## config.mk

```make
export PLATFORM = sky130hd
export DESIGN_NAME = timer_ctrl
export DESIGN_NICKNAME = d
export VERILOG_FILES = /design/src/rtl/timer_ctrl.sv
export SDC_FILE = /design/constraint.sdc
export NUM_CORES = 1
export LEC_CHECK = 0
export ABC_AREA = 1
export ABC_CLOCK_PERIOD_IN_PS = 1880
export CAP_MARGIN = 20
export CORE_MARGIN = 8
export CORE_UTILIZATION = 50
export CTS_CLUSTER_DIAMETER = 60
export DETAILED_ROUTE_END_ITERATION = 8
export DONT_BUFFER_PORTS = 1
export PLACE_DENSITY = 0.67
export SLEW_MARGIN = 10
export SYNTH_ARGS = -nofsm -noshare
export SYNTH_HDL_FRONTEND = slang
export SYNTH_SLANG_ARGS = --single-unit
```

## constraint.sdc

```tcl
create_clock -name clk -period 1.88 [get_ports clk]
set_input_delay 0 -clock clk [delete_from_list [all_inputs] [get_ports clk]]
set_output_delay 0 -clock clk [all_outputs]
set_load 0.02 [all_outputs]
```

## src/rtl/timer_ctrl.sv

```systemverilog
// Register-mapped sequencer for one prescaled up/down timer counter.
// Shadowed configuration, RUN/PAUSE/DONE control, and a sticky maskable interrupt.
module timer_ctrl #(
  parameter int unsigned ADDR_W   = 3,
  parameter logic [31:0] RST_LOAD = 32'h0000_0000,
  parameter logic [15:0] RST_PSC  = 16'h0000
) (
  input  logic              clk,
  input  logic              rst,
  input  logic              wr_en,
  input  logic              rd_en,
  input  logic [ADDR_W-1:0] addr,
  input  logic [31:0]       wdata,
  output logic [31:0]       rdata,
  output logic              tim_en,
  output logic              tim_reset,
  output logic [15:0]       tim_prescaler,
  output logic [31:0]       tim_load,
  output logic              tim_up_down,
  output logic              tim_one_shot,
  input  logic              tim_tick,
  input  logic [31:0]       tim_count,
  output logic              irq,
  output logic              busy
);

  typedef enum logic [2:0] {
    S_IDLE   = 3'd0,
    S_ARM    = 3'd1,
    S_RUN    = 3'd2,
    S_PAUSED = 3'd3,
    S_DONE   = 3'd4
  } state_e;

  localparam logic [ADDR_W-1:0] A_CFG    = ADDR_W'(0);
  localparam logic [ADDR_W-1:0] A_PSC    = ADDR_W'(1);
  localparam logic [ADDR_W-1:0] A_LOAD   = ADDR_W'(2);
  localparam logic [ADDR_W-1:0] A_STATUS = ADDR_W'(3);
  localparam logic [ADDR_W-1:0] A_COUNT  = ADDR_W'(4);
  localparam logic [ADDR_W-1:0] A_CMD    = ADDR_W'(5);

  state_e      state_q, state_d;
  logic        sh_up_q, sh_up_d;
  logic        sh_os_q, sh_os_d;
  logic [15:0] sh_psc_q, sh_psc_d;
  logic [31:0] sh_load_q, sh_load_d;
  logic        irq_en_q, irq_en_d;
  logic        act_up_q, act_up_d;
  logic        act_os_q, act_os_d;
  logic [15:0] act_psc_q, act_psc_d;
  logic [31:0] act_load_q, act_load_d;
  logic        tick_q, tick_d;
  logic        tick_flag_q, tick_flag_d;
  logic        done_q, done_d;
  logic        overrun_q, overrun_d;
  logic        irq_q, irq_d;
  logic [31:0] rdata_q, rdata_d;

  logic wr_cfg, wr_psc, wr_load, wr_stat, wr_cmd;
  logic ev, clr_tick, copy_act;

  assign wr_cfg  = wr_en && (addr == A_CFG);
  assign wr_psc  = wr_en && (addr == A_PSC);
  assign wr_load = wr_en && (addr == A_LOAD);
  assign wr_stat = wr_en && (addr == A_STATUS);
  assign wr_cmd  = wr_en && (addr == A_CMD);

  // Rising edge of the counter's expiry level, seen only while running.
  assign ev       = (state_q == S_RUN) && tim_tick && !tick_q;
  assign clr_tick = wr_stat && wdata[0];

  always_comb begin
    state_d = state_q;
    unique case (state_q)
      S_ARM:   state_d = S_RUN;
      S_RUN:   if (ev && act_os_q) state_d = S_DONE;
      default: ;
    endcase
    if (wr_cmd) begin
      if (wdata[1])                               state_d = S_IDLE;
      else if (wdata[0])                          state_d = S_ARM;
      else if (wdata[2] && (state_q == S_RUN))    state_d = S_PAUSED;
      else if (wdata[3] && (state_q == S_PAUSED)) state_d = S_RUN;
    end
  end

  always_comb begin
    sh_up_d   = wr_cfg  ? wdata[0]     : sh_up_q;
    sh_os_d   = wr_cfg  ? wdata[1]     : sh_os_q;
    irq_en_d  = wr_cfg  ? wdata[2]     : irq_en_q;
    sh_psc_d  = wr_psc  ? wdata[15:0]  : sh_psc_q;
    sh_load_d = wr_load ? wdata        : sh_load_q;

    // Copy the pre-write shadow so a same-cycle register write lands next period.
    copy_act   = (state_d == S_ARM) || (ev && !act_os_q);
    act_up_d   = copy_act ? sh_up_q   : act_up_q;
    act_os_d   = copy_act ? sh_os_q   : act_os_q;
    act_psc_d  = copy_act ? sh_psc_q  : act_psc_q;
    act_load_d = copy_act ? sh_load_q : act_load_q;

    tick_d = ((state_q == S_ARM) || (state_d == S_ARM)) ? 1'b0 : tim_tick;

    tick_flag_d = tick_flag_q;
    done_d      = done_q;
    overrun_d   = overrun_q;
    if (clr_tick)              tick_flag_d = 1'b0;
    if (wr_stat && wdata[1])   done_d      = 1'b0;
    if (wr_stat && wdata[2])   overrun_d   = 1'b0;
    if (ev)                    tick_flag_d = 1'b1;
    if (ev && tick_flag_q && !clr_tick) overrun_d = 1'b1;
    if (ev && act_os_q && (state_d == S_DONE)) done_d = 1'b1;

    irq_d = irq_en_q && (tick_flag_q || done_q);

    rdata_d = rdata_q;
    if (rd_en) begin
      unique case (addr)
        A_CFG:    rdata_d = {29'd0, irq_en_q, sh_os_q, sh_up_q};
        A_PSC:    rdata_d = {16'd0, sh_psc_q};
        A_LOAD:   rdata_d = sh_load_q;
        A_STATUS: rdata_d = {26'd0, state_q, overrun_q, done_q, tick_flag_q};
        A_COUNT:  rdata_d = tim_count;
        default:  rdata_d = '0;
      endcase
    end
  end

  always_ff @(posedge clk) begin
    if (rst) begin
      state_q     <= S_IDLE;
      sh_up_q     <= 1'b0;
      sh_os_q     <= 1'b0;
      sh_psc_q    <= RST_PSC;
      sh_load_q   <= RST_LOAD;
      irq_en_q    <= 1'b0;
      act_up_q    <= 1'b0;
      act_os_q    <= 1'b0;
      act_psc_q   <= RST_PSC;
      act_load_q  <= RST_LOAD;
      tick_q      <= 1'b0;
      tick_flag_q <= 1'b0;
      done_q      <= 1'b0;
      overrun_q   <= 1'b0;
      irq_q       <= 1'b0;
      rdata_q     <= '0;
    end else begin
      state_q     <= state_d;
      sh_up_q     <= sh_up_d;
      sh_os_q     <= sh_os_d;
      sh_psc_q    <= sh_psc_d;
      sh_load_q   <= sh_load_d;
      irq_en_q    <= irq_en_d;
      act_up_q    <= act_up_d;
      act_os_q    <= act_os_d;
      act_psc_q   <= act_psc_d;
      act_load_q  <= act_load_d;
      tick_q      <= tick_d;
      tick_flag_q <= tick_flag_d;
      done_q      <= done_d;
      overrun_q   <= overrun_d;
      irq_q       <= irq_d;
      rdata_q     <= rdata_d;
    end
  end

  assign tim_en        = (state_q == S_ARM) || (state_q == S_RUN);
  assign tim_reset     = (state_q == S_ARM);
  assign busy          = (state_q == S_ARM) || (state_q == S_RUN) || (state_q == S_PAUSED);
  assign tim_prescaler = act_psc_q;
  assign tim_load      = act_load_q;
  assign tim_up_down   = act_up_q;
  assign tim_one_shot  = act_os_q;
  assign irq           = irq_q;
  assign rdata         = rdata_q;

endmodule

```

; ---- Yosys cells after proc, flatten, opt, wreduce, memory -nomap -nowiden
; Cells that the tools add are included.
[word_totals]
output_inout_bits = 86
input_bits = 72
register_bits = 141
word_cells = 71
[classes]
reduce_logical = 31
eq_ne = 10
n_mux = 14
[op_table]
columns = op, count
row1 = $pmux 32 s5, 1
row2 = $logic_and 1x1->1, 18
row3 = $mux 3, 6
row4 = $eq 3x2->1 const B, 4
row5 = $eq 3x1->1 const B, 3
row6 = $eq 3x3->1 const B, 3
row7 = $mux 1, 6
row8 = $pmux 3 s2, 1
row9 = $reduce_bool 2->1, 3
row10 = $logic_or 1x1->1, 5
row11 = $logic_not 1->1, 3
row12 = $logic_not 3->1, 1
row13 = $reduce_or 2->1, 1

; ---- Logic depth before layout (Yosys ltp)
; Gate-level depths: netlist (run 1).
[depth]
depth_word = 14
ltp_mapped = 12
mapped_depth_nobuf = 11

; ---- Least setup slack after synthesis (run 1)
; OpenSTA, ideal clock, no wires.
[synth_timing]
kind = reg2reg
start = reg state_q[1]
end = reg act_psc_q[4], in the netlist tim_prescaler[4]
path_buffers = 3
arrival_time_ns = 1.397
stages_incl_launch_ff = 10
setup_slack_ns = 0.340
required_time_ns = 1.737
synth_period_minus_slack_ns = 1.540
setup_ns = 0.143
path_cell_list = dfxtp_1 -> nand2_2 -> nor2_2 -> nand2_1 -> or2_1 -> buf_4 -> buf_6 -> buf_6 -> nand3_2 -> a21oi_2
[synth_between]
elab_chain_len = 13
elab_cells_between_ends = 18
classes_between = eq/ne (4) / mux (7) / reduce/logical (7)
[synth_rtl]
columns = item, line_no
row1 = from (decl), 42  ; state_e state_q, state_d;
row2 = from (signal assigned), 147  ; state_q <= state_d;
row3 = $eq 3x2->1, "69, 74, 82"
row4 = $logic_and 1x1->1 (2 in series), 69  ; assign ev = (state_q == S_RUN) && tim_tick && !tick_q;
row5 = $logic_and 1x1->1, 76  ; S_RUN: if (ev && act_os_q) state_d = S_DONE;
row6 = $mux 3, 76
row7 = $pmux 3 s2, 74  ; unique case (state_q)
row8 = $mux 3, 83  ; else if (wdata[3] && (state_q == S_PAUSED)) state_d = S_RUN;
row9 = $mux 3, 82  ; else if (wdata[2] && (state_q == S_RUN)) state_d = S_PAUSED;
row10 = $mux 3, 81  ; else if (wdata[0]) state_d = S_ARM;
row11 = $mux 3, 80  ; if (wdata[1]) state_d = S_IDLE;
row12 = $mux 3, 79  ; if (wr_cmd) begin
row13 = $eq 3x1->1, 95  ; copy_act = (state_d == S_ARM) || (ev && !act_os_q);
row14 = $logic_or 1x1->1 *, 95
row15 = to (signal assigned), 155  ; act_psc_q <= act_psc_d;
row16 = to (decl), 50  ; logic [15:0] act_psc_q, act_psc_d;
; Every way passes the cells marked *; elsewhere a longest branch is shown, timed or not.
; A chain may end at the register's enable or synchronous reset.

; ---- Worst setup path after layout (run 1)
[layout_timing]
start = in addr[1]
end = reg rdata_q[1], in the netlist rdata[1]
[layout_between]
elab_chain_len = 2
elab_cells_between_ends = 6
classes_between = eq/ne (4) / mux (1) / reduce/logical (1)
[layout_rtl]
columns = item, line_no
row1 = from (decl), 12  ; input logic [ADDR_W-1:0] addr,
row2 = "$eq 3x3->1, or another cell as far along", 117  ; unique case (addr)
row3 = $pmux 32 s5 *, 117
row4 = to (signal assigned), 162  ; rdata_q <= rdata_d;
row5 = to (decl), 57  ; logic [31:0] rdata_q, rdata_d;
; Marked as above.

==> flow_results.org, run 1 <==
** Outcome
- Run status :: complete, no violations

** Floorplan
- The die is 126.3 um tall.
- In this run the count of I/O pins placed on the die edge is 158.
- Core Region :: 11960 um2
- Die width :: 126.3 um
- For this configuration, the core starts out at a cell density of 50.90%.
- The die covers 15960 um2.
- Row generation in the floorplan step produced 40 rows.

** Power
- Power dissipated by switching net loads :: 1.489 mW
- The analysis attributes to cell leakage a power of 2.675 nW.
- Sequential cells burn 47.6% of the power.
- Power spread over the standard cell area amounts to 869.4 nW/um2.
- Worst vdd rail ir drop :: 0.0006263 V
- The internal power of the cells totals 5.042 mW.
- Power share of the combinational group :: 5.8%
- Overall power consumption :: 6.531 mW
- The clock network is responsible for 46.6% of the overall power.
- Switching fraction of total power :: 22.80%

** Clock tree
- Clk sink count :: 141
- Clock insertion delay at the later pin of the skew report :: 410 ps
- In this run the deepest clock path goes through 2 buffers.
- Clock transition time at the flip-flop clock pins of the worst setup and hold paths :: 60 ps
- TritonCTS buffer count :: 17
- Clock tree synthesis selected as its root buffer the cell sky130_fd_sc_hd__clkbuf_16.
- Number of setup buffers added after CTS :: 0
- Clock H-tree levels :: 4
- TritonCTS built the clock tree.

** Setup path
- Endpoint arrival time on the critical path :: 2070 ps
- Reg2Reg Setup Slack :: 150 ps
- Crit path launch type :: input pin
- Kind of capture point of the worst setup path :: flop
- Maximum fanout along the worst path :: 12
- The most critical setup path has its endpoint at rdata[1].
- Setup crit start :: addr[1]
- Reg-to-reg startpoint :: state_q[1]
- Counting cells, the worst reg-to-reg path comes to 8.
- Data required time at the worst endpoint :: 2180 ps
- The critical path is of the input pin to flop type.
- Worst reg2reg path endpoint :: state_q[1]

** Placement
- Placed cells :: 866
- At the end of routability-driven placement, the weighted congestion stood at 0.8475.
- After legalization and detailed placement, the total HPWL measured 12.80 mm.
- Placed standard-cell area :: 6157 um2
- Timing analysis after detailed placement gives a worst setup slack of 187.7 ps.
- Port buffering added 0 buffers.

** STA
- In the final timing run, aggregate negative setup slack is 0 ps.
- Post-route clock skew :: 8.757 ps
- The routed design could run at a clock period as short as 1771 ps.
- Dividing the final minimum period by the clock period gives 94.22%.
- Derived from the worst setup path, the maximum achievable clock frequency is 0.5645 GHz.
- Once routing completed, OpenROAD measured the worst setup slack at 108.6 ps.
- Setup-failing EPs final :: 0
- Post-route worst hold slack :: 60.46 ps
- In this run the tightest slew margin relative to its limit is 63.34%.
- RSZ-0062 raised after global routing :: true
- The number of endpoints with negative hold slack in the final report came to 0.
- Actual slew at the worst max-slew pin :: 549.9 ps
- The number of max-slew violations in the final report was 0.

** Global routing
- The number of global-route vias before repair is 5351.
- The first global-routing pass estimated 29.53 mm of wire.
- Entering global routing, the biggest net connects 64 pins.
- For this run, the total global-route usage over all layers was measured as 23.41%.
- Overflow after GRT :: 0
- Antenna violations before repair :: 0

** Drt
- The first detailed-routing pass ran for 6 iterations.
- The detail route stage leaves a number of antenna-violating nets equal to 0.
- For this run, design rule violations remaining after detail routing come to 0.
- Via Count :: 5506
- Vias per inst :: 5.641
- After detailed routing, the average wire length per cell comes to 19.50 um.
- The first routing iteration left 479 violations.
- DRT Wirelength :: 19.03 mm

** Synth
- Summed over all instances, the cell type with the most area after synthesis is sky130_fd_sc_hd__dfxtp_1.
- In this run, distinct cell masters in the synthesized netlist total 31.
- Area share of the largest cell type after synthesis :: 46.36%
- Cells after Synth :: 754
- EDFF count, synth :: 0
- Average cell area after synthesis :: 8.075 um2
- Summing the areas of all compound-gate instances in the mapped netlist gives 22.11% of the synthesized area.
- Synthesis produced a netlist with a net count of 826.
- After Yosys synthesis, full adders, half adders and majority gates account for 0% of the synthesized area.
- Post-synth top flop :: sky130_fd_sc_hd__dfxtp_1
- Count of synthesis-stage warnings from yosys :: 0
- Dominant cells by area after synthesis :: sky130_fd_sc_hd__dfxtp_1, sky130_fd_sc_hd__nand2_1, sky130_fd_sc_hd__a21oi_2, sky130_fd_sc_hd__o21ai_0, sky130_fd_sc_hd__a21oi_1
- Async set or reset register ratio after synthesis :: 0%
- Measured against the total synthesized area, the mux share comes to 0%.
- After synthesis the netlist holds a flip-flop and latch count of 141.
- In the synthesized netlist, the cells that appear most often are sky130_fd_sc_hd__dfxtp_1, sky130_fd_sc_hd__nand2_1, sky130_fd_sc_hd__o21ai_0.
- After synthesis, flip-flops and latches occupy 46.36% of the total area.
- Synth Area in XOR/XNOR :: 0%
- Summing the areas of all and, or, nand and nor instances in the mapped netlist gives 22.75% of the synthesized area.
- Main combinational cell family by area after synthesis :: simple AND/OR/NAND/NOR gates
- In the post-synthesis netlist, the cell with the most instances is sky130_fd_sc_hd__dfxtp_1.
- Summing every instance area after synthesis gives 6088 um2.

** Layout
- Number of nets in the layout :: 889
- Total area of multi-input combinational cells :: 2736 um2
- Final cell utilization of the core :: 62.80%
- The repair_antennas step left the layout with diodes totalling 0.
- From synthesis to final layout, the design area changed by 23.39%.
- Proportion of layout cells with a drive suffix above 1 :: 21.59%
- Excluding fillers, the count of instances in the completed layout stands at 976.
- FILL cells :: 1033
- Summing all flip-flop and latch instances after layout gives 2823 um2.
- Final standard cell area without fillers :: 7512 um2

** Worst hold path
- Worst Hold Depth :: 4
- Worst hold-check path type :: input pin to flop

** Flow run
- The tool flagged a number of max-cap violations equal to 0.
[logic make-up (layout without fill, tap and decap cells)]
group	after synthesis	in the layout
AND/OR/NAND/NOR	281	281
AO/OA/AOI/OAI	223	223
flip-flops	141	141
buffers and inverters	109	184
[registers in the layout, summed over array words and instances, names as in the netlist, 3 cells and up]
signal and cells:
sh_psc_q 16, rdata 32, tim_load 32, sh_load_q 32, state_q 3, tim_prescaler 16
[final cells by class]
type	count	area share, %
clock buffers	25	6.729
clock inverters	6	0.4664
repair buffers	96	13.51
multi-input cells	504	36.43
well taps	147	2.448
inverters	57	2.848
flip-flops and latches	141	37.58
[critical path, stage by stage]
cell and delay (ps):
sky130_fd_sc_hd__dlygate4sd3_1 570, sky130_fd_sc_hd__nor2_2 60, sky130_fd_sc_hd__nand2_1 50, sky130_fd_sc_hd__inv_1 50, sky130_fd_sc_hd__buf_4 180, sky130_fd_sc_hd__nand2_1 70, sky130_fd_sc_hd__o21ai_0 80, sky130_fd_sc_hd__o31ai_1 330
sky130_fd_sc_hd__a21oi_1 110, sky130_fd_sc_hd__dlygate4sd3_1 570
[worst min-delay path by stage]
stage	start	end	slack (ps)
final	wdata[1]	done_q	60
after global routing	wdata[1]	done_q	60
after CTS	rd_en	rdata[8]	50
after detailed placement	rst	tim_load[23]	80
after global placement	rst	tim_load[20]	70
after floorplan	tim_tick	tick_q	130
[layout by cell type, fill, tap and decap left out, types with 2 or more instances in the layout]
cell,n
sky130_fd_sc_hd__a21oi_2,51
sky130_fd_sc_hd__nand3_1,48
sky130_fd_sc_hd__clkbuf_1,3
sky130_fd_sc_hd__buf_12,6
sky130_fd_sc_hd__buf_4,10
sky130_fd_sc_hd__clkbuf_16,17
sky130_fd_sc_hd__clkbuf_8,5
sky130_fd_sc_hd__inv_2,8
sky130_fd_sc_hd__nor2_1,34
sky130_fd_sc_hd__nor2_2,3
sky130_fd_sc_hd__o21ai_0,79
sky130_fd_sc_hd__o211ai_1,10
sky130_fd_sc_hd__clkinvlp_4,2
sky130_fd_sc_hd__dfxtp_1,141
sky130_fd_sc_hd__nand3_2,13
sky130_fd_sc_hd__nor4_1,2
sky130_fd_sc_hd__dlygate4sd3_1,78
sky130_fd_sc_hd__nand4_1,2
sky130_fd_sc_hd__o31ai_1,2
sky130_fd_sc_hd__inv_1,49
sky130_fd_sc_hd__a21oi_1,75
sky130_fd_sc_hd__nand2_1,120
sky130_fd_sc_hd__clkinv_2,4
sky130_fd_sc_hd__o22ai_1,3
sky130_fd_sc_hd__nand2_2,54
[repair_timing]
action                     CTS  global route
hold endpoints to repair   141             0
resized for setup            0             2
setup endpoints to repair    0            15
hold buffers                80             0
[power by group through the flow]
stage / Clock (mW) / Combinational, mW / Sequential [mW]
final: 3.05 / 0.376 / 3.11
after global routing: 3.21 / 0.407 / 3.11
after CTS: 3.08 / 0.367 / 3.11
after detailed placement: 0 / 0.234 / 3.17
after global placement: 0 / 0.229 / 3.17
after floorplan: 0 / 0.218 / 3.16
[metal layers]
metal  up-vias  GRT usage (%)  share of wire, %
met5         -              0                 0
met3        34          8.127               9.5
met1      2589          30.22                44
met2       261          34.65                44
met4         0          10.19               2.8
li1       2622              -                 -
Power figures use the tool's default switching activity.
==> inputs of run 2 (changes only) <==
--- a/config.mk
+++ b/config.mk
@@ -6,7 +6,7 @@
 export NUM_CORES = 1
 export LEC_CHECK = 0
 export ABC_AREA = 1
-export ABC_CLOCK_PERIOD_IN_PS = 1880
+export ABC_CLOCK_PERIOD_IN_PS = 1700
 export CAP_MARGIN = 20
 export CORE_MARGIN = 8
 export CORE_UTILIZATION = 50
==> constraint.sdc (replaced) <==
create_clock -name clk -period 1.7 [get_ports clk]
set_input_delay 0 -clock clk [delete_from_list [all_inputs] [get_ports clk]]
set_output_delay 0 -clock clk [all_outputs]
set_load 0.02 [all_outputs]
==> run 2 against run 1 <==
  * The run now ends with hold timing, setup timing left
  * Final cell count increased by 2.5%
  * Sequential power increased by 10%
  * Clock skew decreased by 4.0 ps
  * Register-to-register slack got worse by 180 ps
  * Core utilization increased by 3.4 points
  * Critical path depth increased by 2
  * Via count increased by 3.0%
  * Clock power increased by 16%
  * First-iteration DRC count increased by 23%
  * Die area unchanged
  * Combinational power increased by 7.7%
  * Setup slack got worse by 140 ps
  * Critical endpoint is now tim_load[3]
==> flow_results.org, run 2 (synthesis results as in run 1) <==
** Outcome
- Run status: complete, but fails checks (was complete, no violations).
- Violations in the final reports :: hold timing, setup timing

** STA
- The slack of the critical path came to -30.39 ps (was 108.6 ps).
- Actual slew at the worst max-slew pin :: 548.9 ps (was 549.9 ps)
- The number of max-slew violations in the final report was 0 (unchanged).
- Worst slew margin :: 63.31% (was 63.34%)
- The count of endpoints failing setup in the final report came to 22 (was 0).
- The worst path uses 101.8% of the clock period.
- The number of endpoints with negative hold slack in the final report was 51 (was 0).
- RSZ-0062 raised after global routing: true (unchanged).
- Final critical path time including I/O delays and setup :: 1730 ps
- Max frequency :: 0.5779 GHz
- The hold slack was -356.9 ps (was 60.46 ps).
- Post-route clock skew :: 4.715 ps (was 8.757 ps)

** Setup path
- The cell that appears most often on the critical path is sky130_fd_sc_hd__nand3_2.
- Kind of capture point of the worst setup path :: flop (unchanged)
- Maximum fanout along the worst path :: 9 (was 12)
- The kind of start point of the critical path was a flop (was input pin).
- The number of cells traversed by the worst register-to-register path is 12 (was 8).
- The slowest library cell on the worst path is sky130_fd_sc_hd__dfxtp_2 (was sky130_fd_sc_hd__dlygate4sd3_1).
- The data required time at the worst endpoint was 2020 ps (was 2180 ps).
- The delay of the slowest cell on the worst path came to 330 ps (was 570 ps).
- The path type of the worst setup path is flop to flop (was input pin to flop).
- CP cell instances :: inv_4 -> nand2_4 -> nor2_4 -> nand3_2 -> nand2_1 -> nand3_2 -> nand2_2 -> nand3_4 -> buf_12 -> clkbuf_16 -> nand3_1 -> a21oi_2 (was dlygate4sd3_1 -> nor2_2 -> nand2_1 -> inv_1 -> buf_4 -> nand2_1 -> o21ai_0 -> o31ai_1 -> a21oi_1 -> dlygate4sd3_1)
- Endpoint arrival time on the critical path :: 2050 ps (was 2070 ps)

** Clock tree
- The maximum level of the CTS H-tree came to 4 (unchanged).
- The clock transition time at the flip-flop clock pins of the worst setup and hold paths was 60 ps (about the same).
- Max Root-Sink Buffers :: 2 (unchanged)
- TritonCTS clock tree :: built (unchanged)
- Clock insertion delay at the later pin of the skew report :: 420 ps (was 410 ps)
- The clock sink count was 141 (unchanged).
- TritonCTS buffer count :: 17 (unchanged)
- The number of buffers inserted by hold repair at cts came to 83 (was 80).
- Root Driver :: sky130_fd_sc_hd__clkbuf_16 (unchanged)

** Drt
- The detail-routed via count per cell came to 5.669 (was 5.641).
- Via Count :: 5669 (was 5506)
- DR DRC count :: 0 (unchanged)
- The total wire length came to 19.77 mm (was 19.03 mm).
- Routed wire length per instance :: 19.77 um (was 19.50 um)
- Pre-Repair DR Iteration Count :: 5 (was 6)
- Antenna violation net count after detailed routing :: 0 (unchanged)
- The number of violations reported at the end of detailed-routing iteration 0 came to 590 (was 479).

** Flow run
- The max-capacitance violation count was 0 (unchanged).

** Global routing
- Overflow after GRT :: 0 (unchanged)
- Global routing usage summed across all routing layers :: 23.64% (was 23.41%)
- The largest net degree at the start of global routing is 91 (was 64).
- The initial antenna violation count came to 1 (was 0).
- The wire length of the first global-routing pass was 29.93 mm (was 29.53 mm).
- Number of global-route vias before repair :: 5586 (was 5351)

** Power
- Overall power consumption :: 7.380 mW (was 6.531 mW)
- The sequential share of power came to 46.5% (was 47.6%).
- Fraction of power consumed by the clock network :: 48.0% (was 46.6%)
- The power density relative to cell area is 932.5 nW/um2 (was 869.4 nW/um2).
- The total leakage power came to 2.834 nW (was 2.675 nW).
- The combinational cell fraction of total power was 5.5% (was 5.8%).
- The share of total power consumed by net switching came to 23.15% (was 22.80%).
- The total internal power came to 5.671 mW (was 5.042 mW).
- Power dissipated by switching net loads :: 1.708 mW (was 1.489 mW)
- The worst ir drop on vdd was 0.0006690 V (was 0.0006263 V).

** Layout
- Total area of multi-input combinational cells :: 2828 um2 (was 2736 um2)
- FILL cells :: 973 (was 1033)
- The post-synthesis to final-layout area growth was 29.98% (was 23.39%).
- The final net count came to 911 (was 889).
- The share of layout cells above drive strength 1 was 25.47% (was 21.59%).
- Commonest cells after routing, fill and taps aside: sky130_fd_sc_hd__dfxtp_1, sky130_fd_sc_hd__nand2_1, sky130_fd_sc_hd__dlygate4sd3_1 (was sky130_fd_sc_hd__dfxtp_1, sky130_fd_sc_hd__nand2_1, sky130_fd_sc_hd__o21ai_0).
- Most common cell after layout, fill and taps aside :: sky130_fd_sc_hd__dfxtp_1 (unchanged)
- The flip-flop and latch area came to 2831 um2 (was 2823 um2).
- Fin cells :: 1000 (was 976)

** Worst hold path
- The class of the tightest hold or removal check is input pin to flop (unchanged).
- The cell depth of the worst hold path is 1 (was 4).

** Floorplan
- Initial standard-cell utilization of the core :: 50.90% (unchanged)
- Die height :: 126.3 um (unchanged)
- The number of primary I/O pins came to 158 (unchanged).
- The width of the die was 126.3 um (unchanged).
- The overall die area was 15960 um2 (unchanged).
- Number of rows created at floorplan :: 40 (unchanged)
- The standard cell core area came to 11960 um2 (unchanged).

** Placement
- The number of cells in the design after placement is 869 (was 866).
- Dpl hpwl :: 12.56 mm (was 12.80 mm)
- Routability cong. :: 0.8933 (was 0.8475)
- Port Buffers :: 0 (unchanged)
[run 2: cell types whose count changed in the layout (fill, tap and decap cells not counted), sizes merged, moves of 2 or more]
cell / before / now
buf: 18 / 30
dlygate4sd3: 78 / 82
clkbuf: 25 / 28
clkinvlp: 2 / 5
clkinv: 4 / 2
[run 2: area by class of cell]
cell class	count	share of cell area [%]
antenna	1	0.03162
clock buffer	23	6.040
clock inverter	9	1.091
inverter	57	2.767
multi-input combinational	505	35.73
sequential	141	35.78
tap	147	2.324
timing repair buffer	117	16.24
[run 2: power by group through the flow]
| stage | combinational [mW] | sequential [mW] | clock, mW |
|---|---|---|---|
| final | 0.405 | 3.43 | 3.54 |
| after global placement | 0.253 | 3.51 | 0 |
| after global routing | 0.440 | 3.44 | 3.72 |
| after floorplan | 0.241 | 3.49 | 0 |
| after CTS | 0.374 | 3.43 | 3.58 |
| after detailed placement | 0.258 | 3.51 | 0 |
[run 2: per-layer routing]
layer	part of all wire [%]	wire [um]	global-route usage [%]
met1	41	8173	29.37
met2	45	8929	35.35
met3	11	2193	10.52
met4	2.4	469	8.776
met5	0	0	0
[run 2: metrics by stage]
stage	setup WS [ps]	setup TNS (ps)	util, %	instance area [um2]
6_report	-30.39	-297.4	66.16	7914
5_1_grt	-99.68	-3637	66.16	7914
4_1_cts	-1.955	-1.955	63.46	7591
3_5_place_dp	-29.36	-169.9	51.66	6180
3_3_place_gp	56.83	0	51.66	6180
2_1_floorplan	160.0	0	-	6088
[run 2: final timing paths]
check / endpoint / slack, ps / from
min reg2reg: tim_load[5] / 460 / sh_load_q[5]
max reg2reg: tim_load[3] / -30 / state_q[2]
min: tim_load[24] / -360 / rst
max: tim_load[3] / -30 / state_q[2]
[run 2: worst max-delay path, delay by kind of cell, from the launching register on]
kind            cells  cell delay [ps]
simple gates        8              800
buf+inv             3              430
flops               1              330
compound gates      1               60
[run 2: what timing repair did]
item	in CTS	in global routing
setup buffers	2	6
pin swaps	1	7
setup endpoints to repair	20	60
cloned	0	8
gates resized for setup	1	31
endpoints found under the hold margin	141	51
